**src/rtl/lsu_pkg.sv**
```systemverilog
`default_nettype none
// ============================================================================
//  Module   : lsu_pkg
//  Purpose  : Shared definitions for the lsu_dm_port load/store unit:
//             operation encodings, FSM state encoding, address widths and
//             small decode helpers.
//  Config   : LSU_HALF_EN (consumed by lsu_dm_port, not by this package)
//  Revision : 1.0  initial release
// ============================================================================
package lsu_pkg;

    localparam int LSU_BADDR_W = 12;    // byte address width
    localparam int LSU_WADDR_W = 10;    // word address width

    typedef enum logic [2:0] {
        LSU_LB  = 3'd0,
        LSU_LH  = 3'd1,
        LSU_LW  = 3'd2,
        LSU_LBU = 3'd3,
        LSU_LHU = 3'd4,
        LSU_SB  = 3'd5,
        LSU_SH  = 3'd6,
        LSU_SW  = 3'd7
    } lsu_op_e;

    typedef enum logic [1:0] {
        S_IDLE = 2'd0,
        S_ACC0 = 2'd1,
        S_ACC1 = 2'd2,
        S_RESP = 2'd3
    } lsu_state_e;

    function automatic logic lsu_is_store(input lsu_op_e op);
        return (op == LSU_SB) || (op == LSU_SH) || (op == LSU_SW);
    endfunction

    function automatic logic lsu_is_half(input lsu_op_e op);
        return (op == LSU_LH) || (op == LSU_LHU) || (op == LSU_SH);
    endfunction

    function automatic logic lsu_is_word(input lsu_op_e op);
        return (op == LSU_LW) || (op == LSU_SW);
    endfunction

    // Words need both low address bits clear, halfwords need bit 0 clear.
    function automatic logic lsu_misaligned(input lsu_op_e op, input logic [1:0] lsb);
        return (lsu_is_word(op) && (lsb != 2'b00)) ||
               (lsu_is_half(op) && lsb[0]);
    endfunction

endpackage : lsu_pkg
`default_nettype wire

```
**src/rtl/lsu_dm_port_if.sv**
```systemverilog
`default_nettype none
// ============================================================================
//  Module   : lsu_dm_port_if
//  Purpose  : Bundles the request/response handshake and the data-memory
//             bus of the load/store unit.
//  Modports : slave  - the load/store unit (lsu_dm_port)
//             master - execute stage plus data memory (environment side)
//  Signals  : req_valid/req_ready/req_op/req_addr/req_wdata,
//             resp_valid/resp_err/resp_rdata,
//             mem_addr/mem_din/mem_we/mem_bmode/mem_bsel/mem_dout
//  Revision : 1.0  initial release
// ============================================================================
interface lsu_dm_port_if;
    import lsu_pkg::*;

    logic                   req_valid;
    logic                   req_ready;
    logic [2:0]             req_op;
    logic [LSU_BADDR_W-1:0] req_addr;
    logic [31:0]            req_wdata;

    logic                   resp_valid;
    logic                   resp_err;
    logic [31:0]            resp_rdata;

    logic [LSU_WADDR_W-1:0] mem_addr;
    logic [31:0]            mem_din;
    logic                   mem_we;
    logic                   mem_bmode;
    logic [1:0]             mem_bsel;
    logic [31:0]            mem_dout;

    modport slave (
        input  req_valid, req_op, req_addr, req_wdata, mem_dout,
        output req_ready, resp_valid, resp_err, resp_rdata,
               mem_addr, mem_din, mem_we, mem_bmode, mem_bsel
    );

    modport master (
        output req_valid, req_op, req_addr, req_wdata, mem_dout,
        input  req_ready, resp_valid, resp_err, resp_rdata,
               mem_addr, mem_din, mem_we, mem_bmode, mem_bsel
    );

endinterface : lsu_dm_port_if
`default_nettype wire

```
**src/rtl/lsu_load_ext.sv**
```systemverilog
`default_nettype none
// ============================================================================
//  Module   : lsu_load_ext
//  Purpose  : Combinational merge and sign/zero extension of captured load
//             data. Stores (and any non-load op) produce zero.
//  Ports    : i_op    operation code
//             i_lo    byte at the request address (low byte)
//             i_hi    byte at address+1 (halfword high byte)
//             i_word  full captured word
//             o_resp_rdata extended load result
//  Revision : 1.0  initial release
// ============================================================================
module lsu_load_ext
    import lsu_pkg::*;
(
    input  lsu_op_e     i_op,
    input  logic [7:0]  i_lo,
    input  logic [7:0]  i_hi,
    input  logic [31:0] i_word,
    output logic [31:0] o_resp_rdata
);

    always_comb begin
        o_resp_rdata = 32'h0;
        case (i_op)
            LSU_LB:  o_resp_rdata = {{24{i_lo[7]}}, i_lo};
            LSU_LBU: o_resp_rdata = {24'h0, i_lo};
            LSU_LH:  o_resp_rdata = {{16{i_hi[7]}}, i_hi, i_lo};
            LSU_LHU: o_resp_rdata = {16'h0, i_hi, i_lo};
            LSU_LW:  o_resp_rdata = i_word;
            default: o_resp_rdata = 32'h0;
        endcase
    end

endmodule : lsu_load_ext
`default_nettype wire

```
**src/rtl/lsu_dm_port.sv**
```systemverilog
`default_nettype none
// ============================================================================
//  Module   : lsu_dm_port
//  Purpose  : Multi-cycle load/store unit driving a word/byte data memory.
//             One request at a time; halfwords are split into two byte
//             accesses. One response per request (data or error).
//  Ports    : clk    system clock, rising edge
//             rst_n  asynchronous active-low reset
//             bus    lsu_dm_port_if.slave (request, response, memory bus)
//  Config   : LSU_HALF_EN - when defined, LH/LHU/SH are supported; when
//             undefined they are rejected with an error response.
//  Revision : 1.0  initial release
// ============================================================================
module lsu_dm_port
    import lsu_pkg::*;
(
    input  logic          clk,
    input  logic          rst_n,
    lsu_dm_port_if.slave  bus
);

    lsu_state_e             r_state;
    lsu_op_e                r_op;
    logic                   r_ready;
    logic                   r_resp_valid;
    logic                   r_resp_err;
    logic [LSU_WADDR_W-1:0] r_mem_addr;
    logic [31:0]            r_mem_din;
    logic                   r_mem_we;
    logic                   r_mem_bmode;
    logic [1:0]             r_mem_bsel;
    logic [31:0]            r_word;
    logic [7:0]             r_lo;
    logic [7:0]             r_hi;
`ifdef LSU_HALF_EN
    logic [7:0]             r_whi;      // SH upper byte, written in ACC1
`endif

    lsu_op_e     w_op;
    logic        w_illegal;
    logic        w_reject;
    logic [31:0] w_ext;

    assign w_op = lsu_op_e'(bus.req_op);

`ifdef LSU_HALF_EN
    assign w_illegal = 1'b0;
`else
    assign w_illegal = lsu_is_half(w_op);
`endif

    assign w_reject = w_illegal | lsu_misaligned(w_op, bus.req_addr[1:0]);

    always_ff @(posedge clk or negedge rst_n) begin
        if (!rst_n) begin
            r_state      <= S_IDLE;
            r_op         <= LSU_LB;
            r_ready      <= 1'b1;
            r_resp_valid <= 1'b0;
            r_resp_err   <= 1'b0;
            r_mem_addr   <= '0;
            r_mem_din    <= 32'h0;
            r_mem_we     <= 1'b0;
            r_mem_bmode  <= 1'b0;
            r_mem_bsel   <= 2'b00;
            r_word       <= 32'h0;
            r_lo         <= 8'h0;
            r_hi         <= 8'h0;
`ifdef LSU_HALF_EN
            r_whi        <= 8'h0;
`endif
        end else begin
            case (r_state)
                S_IDLE: begin
                    if (bus.req_valid) begin
                        r_op    <= w_op;
                        r_ready <= 1'b0;
                        if (w_reject) begin
                            // No memory access; respond in the next cycle.
                            r_state      <= S_RESP;
                            r_resp_valid <= 1'b1;
                            r_resp_err   <= 1'b1;
                        end else begin
                            // Memory outputs are set up here so they are
                            // already valid throughout the ACC0 cycle.
                            r_state     <= S_ACC0;
                            r_mem_addr  <= bus.req_addr[LSU_BADDR_W-1:2];
                            r_mem_bmode <= ~lsu_is_word(w_op);
                            r_mem_bsel  <= bus.req_addr[1:0];
                            r_mem_we    <= lsu_is_store(w_op);
                            if (lsu_is_store(w_op)) begin
                                r_mem_din <= lsu_is_word(w_op) ? bus.req_wdata
                                                               : {24'h0, bus.req_wdata[7:0]};
                            end
`ifdef LSU_HALF_EN
                            r_whi <= bus.req_wdata[15:8];
`endif
                        end
                    end
                end

                S_ACC0: begin
                    // Capture both views; the extender picks what it needs.
                    r_word <= bus.mem_dout;
                    r_lo   <= bus.mem_dout[7:0];
`ifdef LSU_HALF_EN
                    if (lsu_is_half(r_op)) begin
                        r_state    <= S_ACC1;
                        r_mem_bsel <= r_mem_bsel + 2'd1;
                        if (lsu_is_store(r_op)) begin
                            r_mem_din <= {24'h0, r_whi};
                        end
                    end else
`endif
                    begin
                        r_state      <= S_RESP;
                        r_mem_we     <= 1'b0;
                        r_resp_valid <= 1'b1;
                        r_resp_err   <= 1'b0;
                    end
                end

`ifdef LSU_HALF_EN
                S_ACC1: begin
                    r_hi         <= bus.mem_dout[7:0];
                    r_state      <= S_RESP;
                    r_mem_we     <= 1'b0;
                    r_resp_valid <= 1'b1;
                    r_resp_err   <= 1'b0;
                end
`endif

                S_RESP: begin
                    r_state      <= S_IDLE;
                    r_ready      <= 1'b1;
                    r_resp_valid <= 1'b0;
                    r_resp_err   <= 1'b0;
                end

                default: begin
                    r_state      <= S_IDLE;
                    r_ready      <= 1'b1;
                    r_mem_we     <= 1'b0;
                    r_resp_valid <= 1'b0;
                    r_resp_err   <= 1'b0;
                end
            endcase
        end
    end

    lsu_load_ext u_load_ext (
        .i_op         (r_op),
        .i_lo         (r_lo),
        .i_hi         (r_hi),
        .i_word       (r_word),
        .o_resp_rdata (w_ext)
    );

    assign bus.req_ready  = r_ready;
    assign bus.resp_valid = r_resp_valid;
    assign bus.resp_err   = r_resp_err;
    // Data is only presented with a successful response; zero otherwise.
    assign bus.resp_rdata = (r_resp_valid && !r_resp_err) ? w_ext : 32'h0;
    assign bus.mem_addr   = r_mem_addr;
    assign bus.mem_din    = r_mem_din;
    assign bus.mem_we     = r_mem_we;
    assign bus.mem_bmode  = r_mem_bmode;
    assign bus.mem_bsel   = r_mem_bsel;

endmodule : lsu_dm_port
`default_nettype wire

```
**src/flat_wrapper.sv**
```systemverilog
// flat-port wrapper written by rule: the top's interface ports become plain ports
module lsu_dm_port_flat import lsu_pkg::*;
  (clk, rst_n, bus_req_valid, bus_req_op, bus_req_addr, bus_req_wdata, bus_mem_dout, bus_req_ready, bus_resp_valid, bus_resp_err, bus_resp_rdata, bus_mem_addr, bus_mem_din, bus_mem_we, bus_mem_bmode, bus_mem_bsel);
  lsu_dm_port_if bus_i ();
  input  logic clk;
  input  logic rst_n;
  input wire logic [$bits(bus_i.req_valid)-1:0] bus_req_valid;
  input wire logic [$bits(bus_i.req_op)-1:0] bus_req_op;
  input wire logic [$bits(bus_i.req_addr)-1:0] bus_req_addr;
  input wire logic [$bits(bus_i.req_wdata)-1:0] bus_req_wdata;
  input wire logic [$bits(bus_i.mem_dout)-1:0] bus_mem_dout;
  output wire logic [$bits(bus_i.req_ready)-1:0] bus_req_ready;
  output wire logic [$bits(bus_i.resp_valid)-1:0] bus_resp_valid;
  output wire logic [$bits(bus_i.resp_err)-1:0] bus_resp_err;
  output wire logic [$bits(bus_i.resp_rdata)-1:0] bus_resp_rdata;
  output wire logic [$bits(bus_i.mem_addr)-1:0] bus_mem_addr;
  output wire logic [$bits(bus_i.mem_din)-1:0] bus_mem_din;
  output wire logic [$bits(bus_i.mem_we)-1:0] bus_mem_we;
  output wire logic [$bits(bus_i.mem_bmode)-1:0] bus_mem_bmode;
  output wire logic [$bits(bus_i.mem_bsel)-1:0] bus_mem_bsel;
  assign bus_i.req_valid = bus_req_valid;
  assign bus_i.req_op = bus_req_op;
  assign bus_i.req_addr = bus_req_addr;
  assign bus_i.req_wdata = bus_req_wdata;
  assign bus_i.mem_dout = bus_mem_dout;
  assign bus_req_ready = bus_i.req_ready;
  assign bus_resp_valid = bus_i.resp_valid;
  assign bus_resp_err = bus_i.resp_err;
  assign bus_resp_rdata = bus_i.resp_rdata;
  assign bus_mem_addr = bus_i.mem_addr;
  assign bus_mem_din = bus_i.mem_din;
  assign bus_mem_we = bus_i.mem_we;
  assign bus_mem_bmode = bus_i.mem_bmode;
  assign bus_mem_bsel = bus_i.mem_bsel;
  lsu_dm_port u_core (.clk(clk), .rst_n(rst_n), .bus(bus_i));
endmodule
```
**config.mk**
```make
export PLATFORM = sky130hd
export DESIGN_NAME = lsu_dm_port_flat
export DESIGN_NICKNAME = d
export VERILOG_FILES = /design/src/rtl/lsu_pkg.sv /design/src/rtl/lsu_dm_port_if.sv /design/src/rtl/lsu_load_ext.sv /design/src/rtl/lsu_dm_port.sv /design/src/flat_wrapper.sv
export SDC_FILE = /design/constraint.sdc
export NUM_CORES = 1
export LEC_CHECK = 0
export BUFFER_PORTS_ARGS = -buffer_cell sky130_fd_sc_hd__buf_2
export CAP_MARGIN = 20
export CORE_MARGIN = 5
export CORE_UTILIZATION = 49
export CTS_CLUSTER_DIAMETER = 50
export DETAILED_ROUTE_END_ITERATION = 16
export PLACE_DENSITY = 0.8
export SLEW_MARGIN = 0
export SYNTH_ARGS = -nofsm -noshare
export SYNTH_HDL_FRONTEND = slang
export SYNTH_HIERARCHICAL = 1
export SYNTH_SLANG_ARGS = --single-unit
```
**constraint.sdc**
```tcl
create_clock -name clk -period 2.4 [get_ports clk]
set_input_delay 0.24 -clock clk [delete_from_list [all_inputs] [get_ports clk]]
set_output_delay 0.24 -clock clk [all_outputs]
set_load 0.1 [all_outputs]
```
# Yosys cells after proc, flatten, opt, wreduce, memory -nomap -nowiden
# Cells that the tools add are included.
# classes
n_addsub,0
n_mul,0
div,0
magnitude_cmp,0
eq_ne,15
shifts,0
n_mux,15
n_bitwise,5
reduce_logical,19
# op_table
cell,n
32-bit case mux with 5 select lines,1
32-bit 2-to-1 mux,2
"3-bit equality test, second input constant",5
"3-bit by 2-bit equality test with 1-bit output, second input constant",3
"3-bit by 1-bit equality test with 1-bit output, second input constant",2
1-bit logical OR,6
1-bit 2-to-1 mux,6
1-bit case mux with 2 select lines,3
2-bit AND reduction,3
3-bit AND reduction,2
2-bit 2-to-1 mux,2
"2-bit != test, second input constant",2
1-bit NOT,4
2-bit case mux with 2 select lines,1
4-bit AND reduction,1
1-bit logical AND,3
3-bit logical NOT,1
"2-bit by 1-bit equality test with 1-bit output, second input constant",1
"2-bit equality test, second input constant",1
2-bit logical NOT,1
"2-bit by 1-bit != test with 1-bit output, second input constant",1
2-bit nonzero test,1
1-bit logical NOT,1
1-bit bitwise OR,1
# word_totals
register_bits,94
latch_bits,0
ramBits,0
mem_bits_ro,0
in_bits,82
output_inout_bits,81
elab_cells,66
mem_count,0

# Logic depth before layout (Yosys ltp)
# logic_depth
depth_word,9
mapped_depth,7
depth_no_buf,4

# Modules after synthesis
# The synthesis kept the hierarchy.
# modules_own_cells
module,instances,cells_per_inst,area_each_um2,seq_area_each_um2
lsu_dm_port,1,307,3663.5,2153.3
lsu_load_ext,1,102,641.9,0.0

# Worst setup path before layout
# No wires, ideal clock.
# synth_timing
path_kind,register to output
start,"reg u_core.r_resp_valid, in the netlist u_core/bus.resp_valid"
end,out bus_resp_rdata[10]
t_arrival_ns,2.223
required_ns,2.160
path_slack_ns,-0.063
stages_incl_launch_ff,4
n_path_buf,1
cell_sequence,dfrtp_1 -> nor2b_1 -> clkbuf_1 -> and2_1
# synth_between
elab_chain_cells,2
# synth_rtl
item,line_no,source
from (decl),lsu_dm_port.sv:25,logic r_resp_valid;
from (signal assigned),lsu_dm_port.sv:59,r_resp_valid <= 1'b0;
from (signal assigned),lsu_dm_port.sv:81,r_resp_valid <= 1'b1;
from (signal assigned),lsu_dm_port.sv:118,r_resp_valid <= 1'b1;
1-bit logical AND,lsu_dm_port.sv:163,assign bus.resp_rdata = (r_resp_valid && !r_resp_err) ? w_ext : 32'h0;
32-bit 2-to-1 mux,lsu_dm_port.sv:163,
to (decl),flat_wrapper.sv:15,output wire logic [$bits(bus_i.resp_rdata)-1:0] bus_resp_rdata;
# No other way between the ends.

# Worst setup path in the final report
# layout_timing
start,reg u_core.r_op[1]
end,out bus_resp_rdata[13]
# layout_between
elab_chain_cells,3
word_cells_on_any_way,7
classes_between,eq/ne: 4; mux: 2; reduce/logical: 1
# layout_rtl
item,line_no,source
from (decl),lsu_dm_port.sv:23,lsu_op_e r_op;
from (signal assigned),lsu_dm_port.sv:76,r_op <= w_op;
"3-bit by 2-bit equality test with 1-bit output, or another cell as far along",lsu_load_ext.sv:25,case (i_op)
32-bit case mux with 5 select lines *,lsu_load_ext.sv:25,
via u_core.w_ext[13],lsu_dm_port.sv:42,logic [31:0] w_ext;
32-bit 2-to-1 mux *,lsu_dm_port.sv:163,
# Mark *: on every way through the listed nets, which the timed path passes. The rest lies on a longest branch.

==> out/qor.log <==
qor: synth.synth-xor-area-share 0%
qor: finish.finalNetCount 655
qor: synth.main_combinational_cell_family_by_area_after_synthesis simple AND/OR/NAND/NOR gates
qor: drt.drt-pass1-iter-count 4
qor: worst_hold_path.min-delay-start bus_mem_dout[0]
qor: floorplanning.initial_core_util 49.9%
qor: synth.yosys-mux-area-fraction 14.5%
qor: timing.tmin_final 2.29 ns
qor: floorplanning.die-area 10800 um^2
qor: critical_path.timing.rr.start u_core/r_state[1]
qor: drt.drc_errors 0
qor: clock_network.num_cts_buffers 9
qor: grt.first_global_vias 3813
qor: grt.grt_first_pass_wirelength 18100 um
qor: finish.layout-area-overhead-vs-synth 37.4%
qor: timing.fin_worst_skew 0.0104 ns
qor: synth.synth_simple_gate_area_share 15.5%
qor: clock_network.clk_transition_reported_paths 0.09 ns
qor: timing.period_utilization_post_route 95.4%
qor: synth.synth_largest_area_cell sky130_fd_sc_hd__dfrtp_1
qor: clock_network.clock_tree_from_tritoncts done
qor: floorplanning.dieWidth 104 um
qor: drt.avgViaCountPerCell 5.18
qor: place.place.detailed.hpwl 8100 um
qor: synth.most_used_standard_cell_by_instance_count_after_synthesis sky130_fd_sc_hd__dfrtp_1
qor: synth.postSynth.asyncResetShare 100%
qor: floorplanning.coreArea 8640 um^2
qor: synth.synth_compound_area_share 14.9%
qor: critical_path.cp-startpoint u_core/r_op[1]
qor: place.quantity_of_i_o_buffers_inserted_on_ports 162
qor: synth.synth_common_cells sky130_fd_sc_hd__dfrtp_1 (85), sky130_fd_sc_hd__nand2_1 (58), sky130_fd_sc_hd__mux2_2 (42)
qor: grt.grt_start_max_net_pins 58
qor: place.routabilityCongestion 0.782
qor: timing.clock.fmax 437 MHz
qor: grt.grt.overflow.total 0
qor: synth.synth_top_area_share 49.4%
qor: worst_hold_path.worstHoldPathType input port to register
qor: clock_network.clock_insertion_delay_worst_skew 0.34 ns
qor: floorplanning.io_pins 163
qor: finish.postLayoutCoreUtil 68.5%
qor: timing.slew_viols_final 0
qor: drt.postRouteWirelength 10800 um
qor: synth.syn_inst 409
qor: critical_path.timing.reg2reg.worst_path_depth 3
qor: clock_network.cts_htree_levels 3
qor: run_status.status finished, final reports clean
qor: timing.setup_viol_count_final 0
qor: clock_network.cts.root.buffer_cell sky130_fd_sc_hd__clkbuf_8
qor: timing.tightestPinTransition 0.860 ns
qor: synth.yosys-top-cells-area sky130_fd_sc_hd__dfrtp_1 (49%), sky130_fd_sc_hd__mux2_2 (11%), sky130_fd_sc_hd__nand2_1 (5.1%)
qor: drt.detailedRoute.firstIterationViolations 119
qor: clock_network.cts.sink_count 86
qor: synth.yosys.cell_types.count 44
qor: critical_path.timing_worst_setup_path_type register to output pin
qor: timing.fin_tns_setup 0 ns
qor: run.max-cap-violations 0
qor: critical_path.worst_ep_required_time 2.16 ns
qor: finish.layout_cells_sized_above_1 48.4%
qor: synth.postSynthRegisterBits 86
qor: drt.final_antenna_violating_net_count 0
qor: floorplanning.die_y_extent 104 um
qor: timing.report.final.hold_viol_count 0
qor: synth.synth_fa_ha_area_share 0%
qor: finish.antenna_cells_inserted 0
qor: synth.synthesis.area 4310 um^2
qor: critical_path.path_max_fanout 19
qor: critical_path.worst_setup_path_start_kind register
qor: timing.slew_headroom 42.6%
qor: critical_path.worstPathArrival 2.05 ns
qor: grt.initial_antenna_violation_count 0
qor: drt.via_count 3551
qor: synth.seq_area_frac_synth 50.0%
qor: critical_path.timing.critical_path.to_type output pin
qor: clock_network.max-clock-path-buffers 2
qor: synth.synth_enable_flop_cells 0
qor: synth.synth_warnings 22
qor: synth.postSynth.topFlopCell sky130_fd_sc_hd__dfrtp_1
qor: worst_hold_path.hold_depth 2
qor: drt.routed_wire_length_per_instance 15.7 um
qor: grt.grt.total_usage 19.9%
qor: synth.postSynthAreaPerCell 10.5 um^2
qor: floorplanning.rows 34
qor: timing.rsz_0062_raised_after_global_routing no
[per-layer routing]
metal  part of all wire [%]  up-vias  track usage, %  routed length [um]
met1                     42     1687            24.5                4490
met5                      0        -               0                   0
li1                       -     1720               -                   -
met2                     50      138            33.3                5340
met3                    8.2        6            6.09                 887
met4                   0.58        0            6.66                  62
[worst paths after layout]
kind / endpoint / slack (ns)
max reg2reg: u_core/bus.mem_bsel[0] / 0.40
min reg2reg: u_core/bus.mem_din[30] / 0.48
min: u_core/r_word[0] / 0.13
max: bus_resp_rdata[13] / 0.11
min in group asynchronous: u_core/bus.mem_din[4] / 0.44
max in group asynchronous: u_core/bus.req_ready / 1.29
[flip-flops by register name, indices dropped and copies added (netlist names)]
register and cells:
u_core/bus.req_ready 1, u_core/r_word 32, u_core/bus.mem_addr 10, u_core/bus.resp_err 1
u_core/bus.mem_din 32, u_core/r_state 2, u_core/bus.mem_bmode 1, u_core/r_op 3
u_core/bus.mem_we 1, u_core/bus.resp_valid 1, u_core/bus.mem_bsel 2
[cells in the final DEF, fill, tap and decap left out, types with 6 or more instances in the layout]
cell type                  count
sky130_fd_sc_hd__buf_2       129
sky130_fd_sc_hd__dfrtp_1      84
sky130_fd_sc_hd__nand2_1      58
sky130_fd_sc_hd__mux2_2       42
sky130_fd_sc_hd__buf_12       33
sky130_fd_sc_hd__o21ai_0      33
sky130_fd_sc_hd__and2_2       30
sky130_fd_sc_hd__a21oi_1      27
sky130_fd_sc_hd__o21ai_1      17
sky130_fd_sc_hd__conb_1       16
sky130_fd_sc_hd__clkbuf_8     10
sky130_fd_sc_hd__mux2_4       10
sky130_fd_sc_hd__buf_4         9
sky130_fd_sc_hd__nand2b_1      8
sky130_fd_sc_hd__a21boi_0      8
sky130_fd_sc_hd__a32oi_1       7
sky130_fd_sc_hd__a221oi_1      7
sky130_fd_sc_hd__nor2_1        6
[final cells by class]
cell class	instances	area, um^2
Fill cell	650	2720
Sequential cell	86	2150
Multi-Input combinational cell	301	2040
Timing Repair Buffer	172	1380
Clock buffer	11	141
Tap cell	108	135
Clock inverter	4	47.5
Inverter	3	11.3
[logic make-up after synthesis]
logic type             count (synthesis)
and+or+nand+nor                      125
AOI/OAI and AO/OA                    108
DFF                                   86
muxes                                 52
buffers and inverters                 37
other                                  1
[timing repair]
action / 4_1_cts / 5_1_grt
endpoints found under the setup margin: 0 / 15
setup buffers: 0 / 1
hold buffers: 1 / 0
endpoints found under the hold margin: 42 / 0
resized for setup: 0 / 2
[worst max-delay path, stage by stage (launching register included)]
cell and delay (ns):
sky130_fd_sc_hd__dfrtp_1 0.45, sky130_fd_sc_hd__buf_4 0.24, sky130_fd_sc_hd__nor3b_4 0.17, sky130_fd_sc_hd__buf_4 0.18, sky130_fd_sc_hd__a32oi_1 0.18, sky130_fd_sc_hd__o21ai_0 0.13, sky130_fd_sc_hd__and2_2 0.21, sky130_fd_sc_hd__buf_12 0.16
[stage by stage]
stage | cells | hold slack, ns | worst slack [ns] | cell area [um^2]
floorplan | 424 | -0.0556 | 0.147 | 4400
global placement | 668 | 0.253 | 0.481 | 5710
detailed placement | 668 | 0.261 | 0.406 | 5710
CTS | 684 | 0.101 | 0.0811 | 5900
global route | 685 | 0.102 | 0.0200 | 5920
finish | 685 | 0.126 | 0.109 | 5920
Power is not shown: default switching activity piles up to over one toggle a cycle in this logic, so the estimate is an artifact.
